File: src/rtl/rrf_alloc_ctrl_pkg.sv
// -----------------------------------------------------------------------------
// rrf_alloc_ctrl_pkg
// Shared constants for the rename register file (RRF) allocation logic.
//   RRF_NUM_DEF : default number of RRF entries (power of two, >= 4)
//   RRF_SEL_DEF : default tag width, log2(RRF_NUM_DEF)
//   DATA_LEN    : RRF data word width, used by the RRF data array
// -----------------------------------------------------------------------------
package rrf_alloc_ctrl_pkg;

  localparam int RRF_NUM_DEF = 64;
  localparam int RRF_SEL_DEF = 6;
  localparam int DATA_LEN    = 32;

endpackage : rrf_alloc_ctrl_pkg

File: src/rtl/rrf_alloc_ctrl.sv
// -----------------------------------------------------------------------------
// rrf_alloc_ctrl
// Allocation / release controller for the rename register file. Hands out up
// to two tags per cycle from a circular allocation pointer, retires up to two
// per cycle from a circular commit pointer, and rolls the allocation pointer
// back on a branch mispredict.
//
// Ports
//   clk            clock, all state changes on the rising edge
//   reset          synchronous reset, active low
//   dp_req1/2      dispatch slots 1/2 request a tag (req2 implies req1)
//   stall_dp       demand exceeds registered free count; nothing granted
//   dpaddr1/2      tags offered to slots 1/2 (rrfptr, rrfptr+1)
//   dpen1/2        grant strobes, clear the RRF valid bits of dpaddr1/2
//   com_en1/2      ROB retires com1tag / com2tag (en2 implies en1)
//   com1tag/2tag   oldest and second-oldest live tags
//   prmiss         branch mispredict, squash everything younger than branch
//   prmiss_rrfptr  allocation pointer checkpointed just after the branch tag
//   rrfptr         current allocation pointer (checkpoint source)
//   freenum        number of free entries, 0..RRF_NUM
//
// Handshake: a tag is consumed exactly on a rising edge where its dpenN is 1;
// dpenN is combinational from registered state and the current requests, so
// dispatch and the RRF both sample the grant on that same edge. A commit is
// consumed on every edge where its com_enN is 1; no backpressure exists on
// the commit side.
// -----------------------------------------------------------------------------
module rrf_alloc_ctrl
  import rrf_alloc_ctrl_pkg::*;
#(
  parameter int RRF_NUM = RRF_NUM_DEF,
  parameter int RRF_SEL = RRF_SEL_DEF
) (
  input  logic               clk,
  input  logic               reset,
  input  logic               dp_req1,
  input  logic               dp_req2,
  output logic               stall_dp,
  output logic [RRF_SEL-1:0] dpaddr1,
  output logic [RRF_SEL-1:0] dpaddr2,
  output logic               dpen1,
  output logic               dpen2,
  input  logic               com_en1,
  input  logic               com_en2,
  output logic [RRF_SEL-1:0] com1tag,
  output logic [RRF_SEL-1:0] com2tag,
  input  logic               prmiss,
  input  logic [RRF_SEL-1:0] prmiss_rrfptr,
  output logic [RRF_SEL-1:0] rrfptr,
  output logic [RRF_SEL:0]   freenum
);

  localparam logic [RRF_SEL:0] L_FULL = (RRF_SEL+1)'(RRF_NUM);

  // Modulo-RRF_NUM add; truncation to RRF_SEL bits performs the wrap.
  function automatic logic [RRF_SEL-1:0] ptr_add(input logic [RRF_SEL-1:0] ptr,
                                                 input logic [1:0]         n);
    ptr_add = ptr + {{(RRF_SEL-2){1'b0}}, n};
  endfunction

  logic [RRF_SEL-1:0] r_rrfptr;
  logic [RRF_SEL-1:0] r_comptr;
  logic [RRF_SEL:0]   r_freenum;

  logic [1:0]         w_need;
  logic [1:0]         w_alloc;
  logic [1:0]         w_rel;
  logic               w_stall;
  logic               w_dpen1;
  logic               w_dpen2;
  logic [RRF_SEL-1:0] w_comptr_nx;
  logic [RRF_SEL-1:0] w_span;
  logic [RRF_SEL:0]   w_free_miss;
  logic [RRF_SEL:0]   w_free_norm;

  assign w_need  = {1'b0, dp_req1} + {1'b0, dp_req2};
  // Only the registered free count is used: same-cycle commits do not help,
  // which keeps com_en* out of the stall path.
  assign w_stall = {{(RRF_SEL-1){1'b0}}, w_need} > r_freenum;
  assign w_dpen1 = dp_req1 & ~w_stall & ~prmiss;
  assign w_dpen2 = dp_req2 & ~w_stall & ~prmiss;
  assign w_alloc = {1'b0, w_dpen1} + {1'b0, w_dpen2};
  assign w_rel   = {1'b0, com_en1} + {1'b0, com_en2};

  assign w_comptr_nx = ptr_add(r_comptr, w_rel);
  // Live span after rollback is [comptr', prmiss_rrfptr). A zero span means
  // the branch itself has already retired, so the file is empty, not full.
  assign w_span      = prmiss_rrfptr - w_comptr_nx;
  assign w_free_miss = L_FULL - {1'b0, w_span};
  assign w_free_norm = r_freenum + {{(RRF_SEL-1){1'b0}}, w_rel}
                                 - {{(RRF_SEL-1){1'b0}}, w_alloc};

  always_ff @(posedge clk) begin
    if (!reset) begin
      r_rrfptr  <= '0;
      r_comptr  <= '0;
      r_freenum <= L_FULL;
    end else begin
      r_comptr <= w_comptr_nx;
      if (prmiss) begin
        r_rrfptr  <= prmiss_rrfptr;
        r_freenum <= w_free_miss;
      end else begin
        r_rrfptr  <= ptr_add(r_rrfptr, w_alloc);
        r_freenum <= w_free_norm;
      end
    end
  end

  assign stall_dp = w_stall;
  assign dpen1    = w_dpen1;
  assign dpen2    = w_dpen2;
  assign dpaddr1  = r_rrfptr;
  assign dpaddr2  = ptr_add(r_rrfptr, 2'd1);
  assign com1tag  = r_comptr;
  assign com2tag  = ptr_add(r_comptr, 2'd1);
  assign rrfptr   = r_rrfptr;
  assign freenum  = r_freenum;

endmodule : rrf_alloc_ctrl

File: config.mk
export PLATFORM = sky130hd
export DESIGN_NAME = rrf_alloc_ctrl
export DESIGN_NICKNAME = d
export VERILOG_FILES = /design/src/rtl/rrf_alloc_ctrl_pkg.sv /design/src/rtl/rrf_alloc_ctrl.sv
export SDC_FILE = /design/constraint.sdc
export NUM_CORES = 1
export LEC_CHECK = 0
export ABC_AREA = 1
export CORE_MARGIN = 8
export CORE_UTILIZATION = 41
export DETAILED_ROUTE_END_ITERATION = 8
export GPL_TIMING_DRIVEN = 0
export PLACE_DENSITY = 0.7
export SKIP_LAST_GASP = 1
export SLEW_MARGIN = 20
export SYNTH_ARGS = -nofsm -noshare
export SYNTH_HDL_FRONTEND = slang
export SYNTH_SLANG_ARGS = --single-unit
File: constraint.sdc
create_clock -name clk -period 5 [get_ports clk]
set_input_delay 1 -clock clk [delete_from_list [all_inputs] [get_ports clk]]
set_output_delay 1 -clock clk [all_outputs]
set_load 0.005 [all_outputs]
## After elaboration in Yosys (flattened, before gate mapping)

Index checks and enable logic that the tools add are counted.

- Add/sub/neg operators: 11
- Multiply operators: 0
- Divide/modulo/power cells: 0
- $lt $le $gt $ge: 1
- Equality and inequality tests: 0
- Shifts and indexed selects: 0
- Muxes and demuxes: 2
- Bitwise logic cells: 6
- Reductions and logical operators: 0

Operators by type and width:

| kind | number |
|---|---|
| adder 6 x 1 -> 6 bit (second input constant) | 2 |
| adder 6 x 2 -> 6 bit | 2 |
| adder 7 x 2 -> 7 bit | 1 |
| greater-than comparator 2 x 7 -> 1 bit | 1 |
| 2-to-1 mux 7 bit | 1 |
| subtractor 7 x 2 -> 7 bit | 1 |
| subtractor 7 x 6 -> 7 bit (first input constant) | 1 |
| adder 1 x 1 -> 2 bit | 3 |
| 2-to-1 mux 6 bit | 1 |
| subtractor 6 bit | 1 |
| AND 1 bit | 4 |
| NOT 1 bit | 2 |

- Register bits after elaboration: 19
- Bits in latches: 0
- RAM bits: 0
- ROM bits: 0
- Logic and storage cells: 23
- Memories kept: 0

## Depth between registers and ports, before layout

Gate-level depths: netlist of the first run.

- Depth in word-level cells: 8
- Mapped depth: 20
- Depth with buffers taken out: 20

## Least setup slack after synthesis of the first run

No wires, ideal clock.

- Kind: input port to flip-flop
- Start: input port dp_req1
- End: register r_freenum[6], in the netlist freenum[6]
- Arrival time: 3.897 ns
- Path slack: 0.973 ns
- Cell stages on the path: 18
- Path buffers: 0
- Cells stage by stage: ha_1 > inv_1 > ha_1 > and3_1 > a31oi_1 > nor2_1 > ha_1 > fa_1 > inv_1 > fa_1 > a21oi_1 > o21ai_1 > nand2_1 > a21oi_1 > nor2_1 > nand2_1 > nand3_1 > nand3_1

- Longest elaborated chain between the ends: 8
- Elaborated cells on any way between the ends: 10

RTL lines:

| item | RTL line | text |
|---|---|---|
| start, declared | rrf_alloc_ctrl.sv:36 | `input logic dp_req1,` |
| adder 1 x 1 -> 2 bit | rrf_alloc_ctrl.sv:76 | `assign w_need = {1'b0, dp_req1} + {1'b0, dp_req2};` |
| greater-than comparator 2 x 7 -> 1 bit | rrf_alloc_ctrl.sv:79 | `assign w_stall = {{(RRF_SEL-1){1'b0}}, w_need} > r_freenum;` |
| net stall_dp | rrf_alloc_ctrl.sv:38 | `output logic stall_dp,` |
| NOT 1 bit | rrf_alloc_ctrl.sv:81 | `assign w_dpen2 = dp_req2 & ~w_stall & ~prmiss;` |
| AND 1 bit (2 in series) | rrf_alloc_ctrl.sv:81 |  |
| net dpen2 | rrf_alloc_ctrl.sv:42 | `output logic dpen2,` |
| adder 1 x 1 -> 2 bit | rrf_alloc_ctrl.sv:82 | `assign w_alloc = {1'b0, w_dpen1} + {1'b0, w_dpen2};` |
| subtractor 7 x 2 -> 7 bit | rrf_alloc_ctrl.sv:91 | `- {{(RRF_SEL-1){1'b0}}, w_alloc};` |
| 2-to-1 mux 7 bit | rrf_alloc_ctrl.sv:100 | `if (prmiss) begin` |
| end signal, assigned | rrf_alloc_ctrl.sv:102 | `r_freenum <= w_free_miss;` |
| end signal, assigned | rrf_alloc_ctrl.sv:105 | `r_freenum <= w_free_norm;` |
| end, declared | rrf_alloc_ctrl.sv:63 | `logic [RRF_SEL:0] r_freenum;` |

The timed path passes the listed nets, and every way through them passes these cells.
A chain may end at the register's enable or synchronous reset.

## Worst setup path after layout of the first run

- Start: input port dp_req2
- End: register r_freenum[6], in the netlist freenum[6]

- Longest elaborated chain between the ends: 8
- Elaborated cells on any way between the ends: 10

RTL lines:

| item | RTL line | text |
|---|---|---|
| start, declared | rrf_alloc_ctrl.sv:37 | `input logic dp_req2,` |
| adder 1 x 1 -> 2 bit | rrf_alloc_ctrl.sv:76 |  |
| greater-than comparator 2 x 7 -> 1 bit | rrf_alloc_ctrl.sv:79 |  |
| NOT 1 bit | rrf_alloc_ctrl.sv:80, rrf_alloc_ctrl.sv:81 |  |
| AND 1 bit (on tied branches) (2 in series) | rrf_alloc_ctrl.sv:80, rrf_alloc_ctrl.sv:81 |  |
| adder 1 x 1 -> 2 bit (*) | rrf_alloc_ctrl.sv:82 |  |
| subtractor 7 x 2 -> 7 bit (*) | rrf_alloc_ctrl.sv:91 |  |
| 2-to-1 mux 7 bit (*) | rrf_alloc_ctrl.sv:100 |  |

Every way passes the cells marked *; elsewhere a longest branch is shown, timed or not.

==> summary.txt, run 1 <==
Pwr
  • Worst VDD drop: 157 uV
  • Pwr Density: 335 nW/um^2
  • Static leakage: 1.21 nW
  • Total power: 0.844 mW

Routing
  • Routed vias: 1,729
  • Pre-antenna DRT Iters: 4
  • Met1 WL: 2070 microns
  • Routed Antenna Nets: 0
  • DRT Wirelength: 4440 microns
  • Met3 wire len: 187 microns
  • DRC viols: 0
  • Via/cell ratio: 4.79
  • WL/cell: 12.3 microns
  • Metal2 WL: 2150 microns
  • Top routing layer used: met4
  • Initial DRC Count: 42

Placed design
  • Port bufs: 51
  • Detailed placement HPWL: 3710 microns
  • Placed Cells: 357
  • Cell Area, Placed: 2470 sq um
  • GP Congestion: 0.775

CTS
  • CTS root buffer: clkbuf_8
  • Clock sinks: 19
  • Clock transition at path regs: 70 ps
  • Hold_buf cts: 0
  • Clk_lat worst skew: 260 ps
  • CTS tree: built
  • Maximum clock path buffer count: 2
  • Post_cts resized: 0
  • CTS Buf Count: 3
  • Setup repair bufs after CTS: 0
  • # H-tree levels: 1

Global route
  • Number of global-route vias before repair: 1,670
  • Initial antenna violation count: 0
  • Grt total ovfl: 0
  • Largest net degree at the start of global routing: 12
  • Global-route wire length before repair: 7570 microns
  • Gr usage total: 12.6%

Critical path
  • Required time of the critical path: 5130 ps
  • Crit. End Element: flip-flop
  • CP peak stage delay: 490 ps
  • CP arrival: 4560 ps
  • Cell chain of the critical path: clkdlybuf4s50_1, ha_1, inv_1, ha_1, and3_1, a31oi_1, nor2_1, ha_1, fa_1, inv_1, fa_1, a21oi_1, o21ai_1, nand2_1, a21oi_1, nor2_1, nand2_1, nand3_1, nand3_1
  • CP Class: input pin to flip-flop
  • Crit path top cell by count: ha_1
  • Slowest cell on the critical path: fa_1
  • Max Fanout on Critical Path: 3
  • Startpoint types: input pin

Die
  • Number of core rows: 24
  • IO Pins: 53
  • Die width: 84.0 microns
  • Die area: 7060 sq um
  • Die H: 84.0 microns
  • Core area: 4410 sq um
  • Initial Util: 43.0%

Cells and area
  • Multi-input combinational cell area: 1240 sq um
  • Antenna cell count: 0
  • Layout cells sized above 1: 9.39%
  • Total Nets Final: 356
  • Final-layout fill cell count: 433
  • Fin cells: 361
  • Layout area overhead: 32.8%
  • Fin area: 2520 sq um
  • FF+latch area: 380 sq um

Logic synthesis
  • Register area share after synthesis: 20.0%
  • Xor and xnor area share after synthesis: 9.16%
  • Synthesized cell area: 1900 sq um
  • Simple-gate share of the synthesized area: 22.0%
  • Avg Inst Size Synth: 7.47 sq um
  • FF+latch count, synth: 19
  • Post-synth cell types: 34
  • Top cell type's share of synthesized area: 20.0%
  • Largest family of logic cells by synthesized area: adder cells
  • Cells after Synth: 254
  • Cell taking the most area after synthesis: dfxtp_1
  • Synth Area in Compound Gates: 10.3%
  • Synth top area cells: dfxtp_1 20%, ha_1 18%, inv_1 8.9%
  • Post-synthesis adder-cell area fraction: 23.7%
  • Mux contribution to synthesized area: 0%
  • Synth warnings: 0
  • Mapped Nets: 300

Hold path
  • Hold crit path type: flip-flop to flip-flop

STA
  • Fin crit share: 88.6%
  • Worst clock skew: 7.63 ps
  • Relative slew slack: 66.6%
  • Fmax: 226 MHz
  • Number of max-slew violations in the final report: 0
  • Final Hold Vio Count: 0
  • Tightest Pin Transition: 502 ps
  • Post-Route Setup TNS: 0 ps
  • Finish-stage setup viols: 0
  • Tmin final: 4430 ps
  • Worst hold margin: 575 ps
  • RSZ-0062 raised after global routing: false

Status
  • Outcome: finished clean

Run
  • Max-Cap Viols: 0
## path summary, 6_finish.rpt
path | slack, ps | start | depth (start not counted) | endpoint
max reg2reg | 1580 | freenum[1] | 19 | freenum[6]
min reg2reg | 580 | com1tag[5] | 2 | com1tag[5]
min | 580 | com1tag[5] | 2 | com1tag[5]
max | 570 | dp_req2 | 19 | freenum[6]
## logic make-up (layout without fill, tap and decap cells)
family                     count (synthesis)  after routing
xor gates and xnor gates                  19             19
AOI/OAI and AO/OA                         35             35
adders and majority gates                 33             33
and+or+nand+nor                           86             86
buffers and inverters                     62            117
DFF                                       19             19
## flip-flops by register name (all words and copies together), names as in the netlist
register	flops
freenum	7
com1tag	6
dpaddr1	6
## power breakdown
group / internal (mW) / total (mW) / leakage (nW) / switching (mW)
Sequential: 0.181 / 0.207 / 0.157 / 0.0261
Clock: 0.0556 / 0.113 / 0.0255 / 0.0571
Combinational: 0.257 / 0.524 / 1.03 / 0.266
## layout make-up
type	instances	share of cell area, %
Sequential cell	19	15.1
Multi-Input combinational cell	173	49.2
Buffer	12	3.62
Timing Repair Buffer	51	20.3
Clock buffer	3	1.64
Tap cell	52	2.58
Clock inverter	1	0.199
Inverter	50	7.45
## through the flow
step	utilization, %	worst slack, ps
6_report	57.1	572
4_1_cts	57.1	578
3_5_place_dp	56.0	284
3_3_place_gp	56.0	349
5_1_grt	57.1	317
2_1_floorplan	-	973
## cells in the final DEF, fill, tap and decap left out, types with 2 or more instances in the layout
cell	instances
clkbuf_8	5
o211ai_1	2
dfxtp_1	19
clkdlybuf4s50_1	51
nand2_1	29
xor2_1	11
o21ai_1	2
nand4_1	2
nand2_2	2
a31oi_1	2
a21oi_1	14
nand3_2	4
clkinv_1	2
fa_1	5
inv_2	3
nor2_1	19
inv_1	45
nand3b_1	2
a21oi_2	2
nand3_1	21
ha_1	28
xnor2_1	7
clkbuf_1	3
o21ai_0	11
buf_4	7
## worst max-delay path, delay by kind of cell
| family | cells | cell delay, ps |
|---|---|---|
| compound gates | 4 | 660 |
| fa+ha+maj | 5 | 1740 |
| buf+inv | 3 | 520 |
| simple gates | 7 | 640 |
## metal layers
| layer | up-vias | GRT usage, % |
|---|---|---|
| met2 | 31 | 21.9 |
| li1 | 917 | - |
| met1 | 779 | 14.8 |
| met5 | - | 0 |
| met4 | 0 | 3.30 |
| met3 | 2 | 3.13 |
## cell usage after synthesis, drive strengths merged
master    n
fa        5
buf       7
clkinv    2
dfxtp    19
a31oi     2
nand2    32
ha       28
a21oi    16
nand3    25
or2       1
o2111ai   1
nand3b    2
nand2b    1
clkbuf    5
o21ai    13
nor3      1
xnor2     7
inv      48
xor2     12
nor2     21
o211ai    2
o21bai    1
and3      1
nand4     2
Power figures use the tool's default switching activity.
==> inputs of run 2 (changes only) <==
--- a/config.mk
+++ b/config.mk
@@ -7,10 +7,10 @@
 export LEC_CHECK = 0
 export ABC_AREA = 1
 export CORE_MARGIN = 8
-export CORE_UTILIZATION = 41
+export CORE_UTILIZATION = 49
 export DETAILED_ROUTE_END_ITERATION = 8
 export GPL_TIMING_DRIVEN = 0
-export PLACE_DENSITY = 0.7
+export PLACE_DENSITY = 0.81
 export SKIP_LAST_GASP = 1
 export SLEW_MARGIN = 20
 export SYNTH_ARGS = -nofsm -noshare
==> summary.txt, run 2 (same netlist as run 1, synthesis figures left out) <==
Status
  • Outcome: finished clean

Hold path
  • Hold crit path type: flip-flop to flip-flop
  • Hold worst-path end: com1tag[5]
  • Worst Hold Launch: com1tag[5]
  • Worst hold stages: 2 (unchanged)

STA
  • Post-Route Setup TNS: 0 ps (unchanged)
  • Relative slew slack: 67.2% (+0.64 points)
  • Finish-stage setup viols: 0 (unchanged)
  • Number of max-slew violations in the final report: 0 (unchanged)
  • Fmax: 224 MHz (-0.93%)
  • RSZ-0062 raised after global routing: false
  • Tightest Pin Transition: 492 ps (-9.58 ps)
  • Worst clock skew: 2.27 ps (-5.36 ps)
  • Final Hold Vio Count: 0 (unchanged)
  • Tmin final: 4470 ps (+41.7 ps)
  • Fin crit share: 89.4% (+0.83 points)

Routing
  • WL/cell: 12.4 microns (+0.53%)
  • DRT Wirelength: 4410 microns (-0.59%)
  • Initial DRC Count: 70 (+67%)
  • Routed vias: 1,766 (+2.1%)
  • Pre-antenna DRT Iters: 4 (unchanged)
  • Via/cell ratio: 4.95 (+3.3%)
  • Routed Antenna Nets: 0 (unchanged)
  • DRC viols: 0 (unchanged)

Die
  • IO Pins: 53 (unchanged)
  • Die H: 78.2 microns (-6.9%)
  • Core area: 3690 sq um (-16%)
  • Die width: 78.2 microns (-6.9%)
  • Initial Util: 51.5% (+8.5 points)
  • Die area: 6120 sq um (-13%)
  • Number of core rows: 22 (-8.3%)

CTS
  • # H-tree levels: 1 (unchanged)
  • Clock sinks: 19 (unchanged)
  • CTS Buf Count: 3 (unchanged)
  • CTS root buffer: clkbuf_8
  • Clk_lat worst skew: 260 ps (about the same)
  • Post_cts resized: 0 (unchanged)
  • Hold_buf cts: 0 (unchanged)
  • CTS tree: built
  • Setup repair bufs after CTS: 0 (unchanged)
  • Clock transition at path regs: 70 ps (about the same)
  • Maximum clock path buffer count: 2 (unchanged)

Run
  • Max-Cap Viols: 0 (unchanged)

Global route
  • Global-route wire length before repair: 8120 microns (+7.3%)
  • Largest net degree at the start of global routing: 12 (unchanged)
  • M1 GR Usage: 17.1% (+2.3 points)
  • GR met2 Demand/Resource: 28.7% (+6.7 points)
  • Initial antenna violation count: 0 (unchanged)
  • GR Layer Usage met3: 3.53% (+0.41 points)
  • Busiest grt layer: met2
  • Gr usage total: 15.4% (+2.8 points)
  • Number of global-route vias before repair: 1,872 (+12%)
  • Grt total ovfl: 0 (unchanged)

Pwr
  • Pwr Density: 336 nW/um^2 (+0.32%)
  • Static leakage: 1.21 nW (unchanged)
  • Switching Share: 41.5% (+0.10 points)
  • Share of power burned in registers: 24.6% (about the same)
  • Switching power: 0.351 mW (+0.37%)
  • P_int: 0.494 mW (about the same)
  • Gate power share: 62.3% (+0.2 points)
  • Worst VDD drop: 224 uV (+43%)
  • Clock share of power: 13.1% (-0.3 points)

Critical path
  • Max Fanout on Critical Path: 3 (unchanged)
  • Worst reg2reg path depth: 19 (unchanged)
  • CP arrival: 4600 ps (+40 ps)
  • FF-to-FF End: freenum[6]
  • CP Class: input pin to flip-flop
  • Reg2reg start: freenum[1]
  • Startpoint types: input pin
  • Required time of the critical path: 5130 ps (about the same)
  • Crit. End Element: flip-flop
  • R2R setup slack: 1530 ps (-50 ps)

Cells and area
  • Layout cells sized above 1: 9.39% (unchanged)
  • Layout area overhead: 32.5%
  • Multi-input combinational cell area: 1240 sq um (unchanged)
  • Most frequent cells in the layout: 51 x clkdlybuf4s50_1, 45 x inv_1, 29 x nand2_1, 28 x ha_1, 21 x nand3_1
  • FF+latch area: 380 sq um (unchanged)
  • Final design utilization: 68.2% (+11 points)
  • Max FFs per register: 7 (unchanged)
  • Total Nets Final: 356 (unchanged)
  • Final-layout fill cell count: 325 (-25%)
  • Antenna cell count: 0 (unchanged)
  • Commonest non-fill, non-tap cell in the layout: clkdlybuf4s50_1

Placed design
  • Port bufs: 51 (unchanged)
  • Detailed placement HPWL: 3790 microns (+2.2%)
  • GP Congestion: 0.809 (+4.3%)
## run 2: cell counts in the layout (fill, tap and decap cells not counted)
Identical to the previous run, type by type.
## run 2: worst max path at each step
stage | depth (start not counted) | end | startpoint
3_3_place_gp | 19 | freenum[6] | dp_req1
4_1_cts | 19 | freenum[6] | dp_req2
6_report | 19 | freenum[6] | dp_req2
5_1_grt | 19 | freenum[6] | dp_req2
2_1_floorplan | 18 | freenum[6] | dp_req1
3_5_place_dp | 19 | freenum[6] | dp_req2
## run 2: power by group through the flow
stage	combinational, mW	sequential (mW)	clock (mW)
finish	0.526	0.207	0.111
global route	0.612	0.213	0.119
CTS	0.531	0.208	0.114
detailed placement	0.525	0.212	0
global placement	0.511	0.211	0
floorplan	0.343	0.210	0
## run 2: layout make-up
class	count	share of cell area, %
Tap cell	48	2.39
Clock buffer	3	1.64
Sequential cell	19	15.1
Buffer	12	3.63
Timing Repair Buffer	51	20.3
Inverter	50	7.46
Clock inverter	1	0.199
Multi-Input combinational cell	173	49.3
## run 2: worst max-delay path, stage by stage
cell,delay [ps]
clkdlybuf4s50_1,430
ha_1,280
inv_1,40
ha_1,250
and3_1,180
a31oi_1,280
nor2_1,100
ha_1,250
fa_1,480
inv_1,80
fa_1,470
a21oi_1,200
o21ai_1,120
nand2_1,80
a21oi_1,70
nor2_1,80
nand2_1,60
nand3_1,80
nand3_1,70
## run 2: per-stage QoR
stage	power (mW)	worst slack, ps	std cells	area (sq um)	hold slack, ps
CTS	0.853	547	357	2510	590
global route	0.944	233	357	2510	611
finish	0.845	531	357	2510	586
floorplan	0.553	973	254	1900	546
detailed placement	0.737	256	353	2470	579
global placement	0.722	375	353	2470	565
## run 2: per-layer routing
metal | part of all wire [%] | vias to the layer above
met5 | 0 | -
met4 | 1.4 | 0
met3 | 6.6 | 6
met1 | 42 | 796
met2 | 50 | 48
li1 | - | 916
==> inputs of run 3 (changes only) <==
--- a/config.mk
+++ b/config.mk
@@ -6,6 +6,7 @@
 export NUM_CORES = 1
 export LEC_CHECK = 0
 export ABC_AREA = 1
+export ABC_CLOCK_PERIOD_IN_PS = 5000
 export CORE_MARGIN = 8
 export CORE_UTILIZATION = 49
 export DETAILED_ROUTE_END_ITERATION = 8
==> results of run 3 <==
Same layout as run 2: the final DEF is identical, and so are final timing and power.
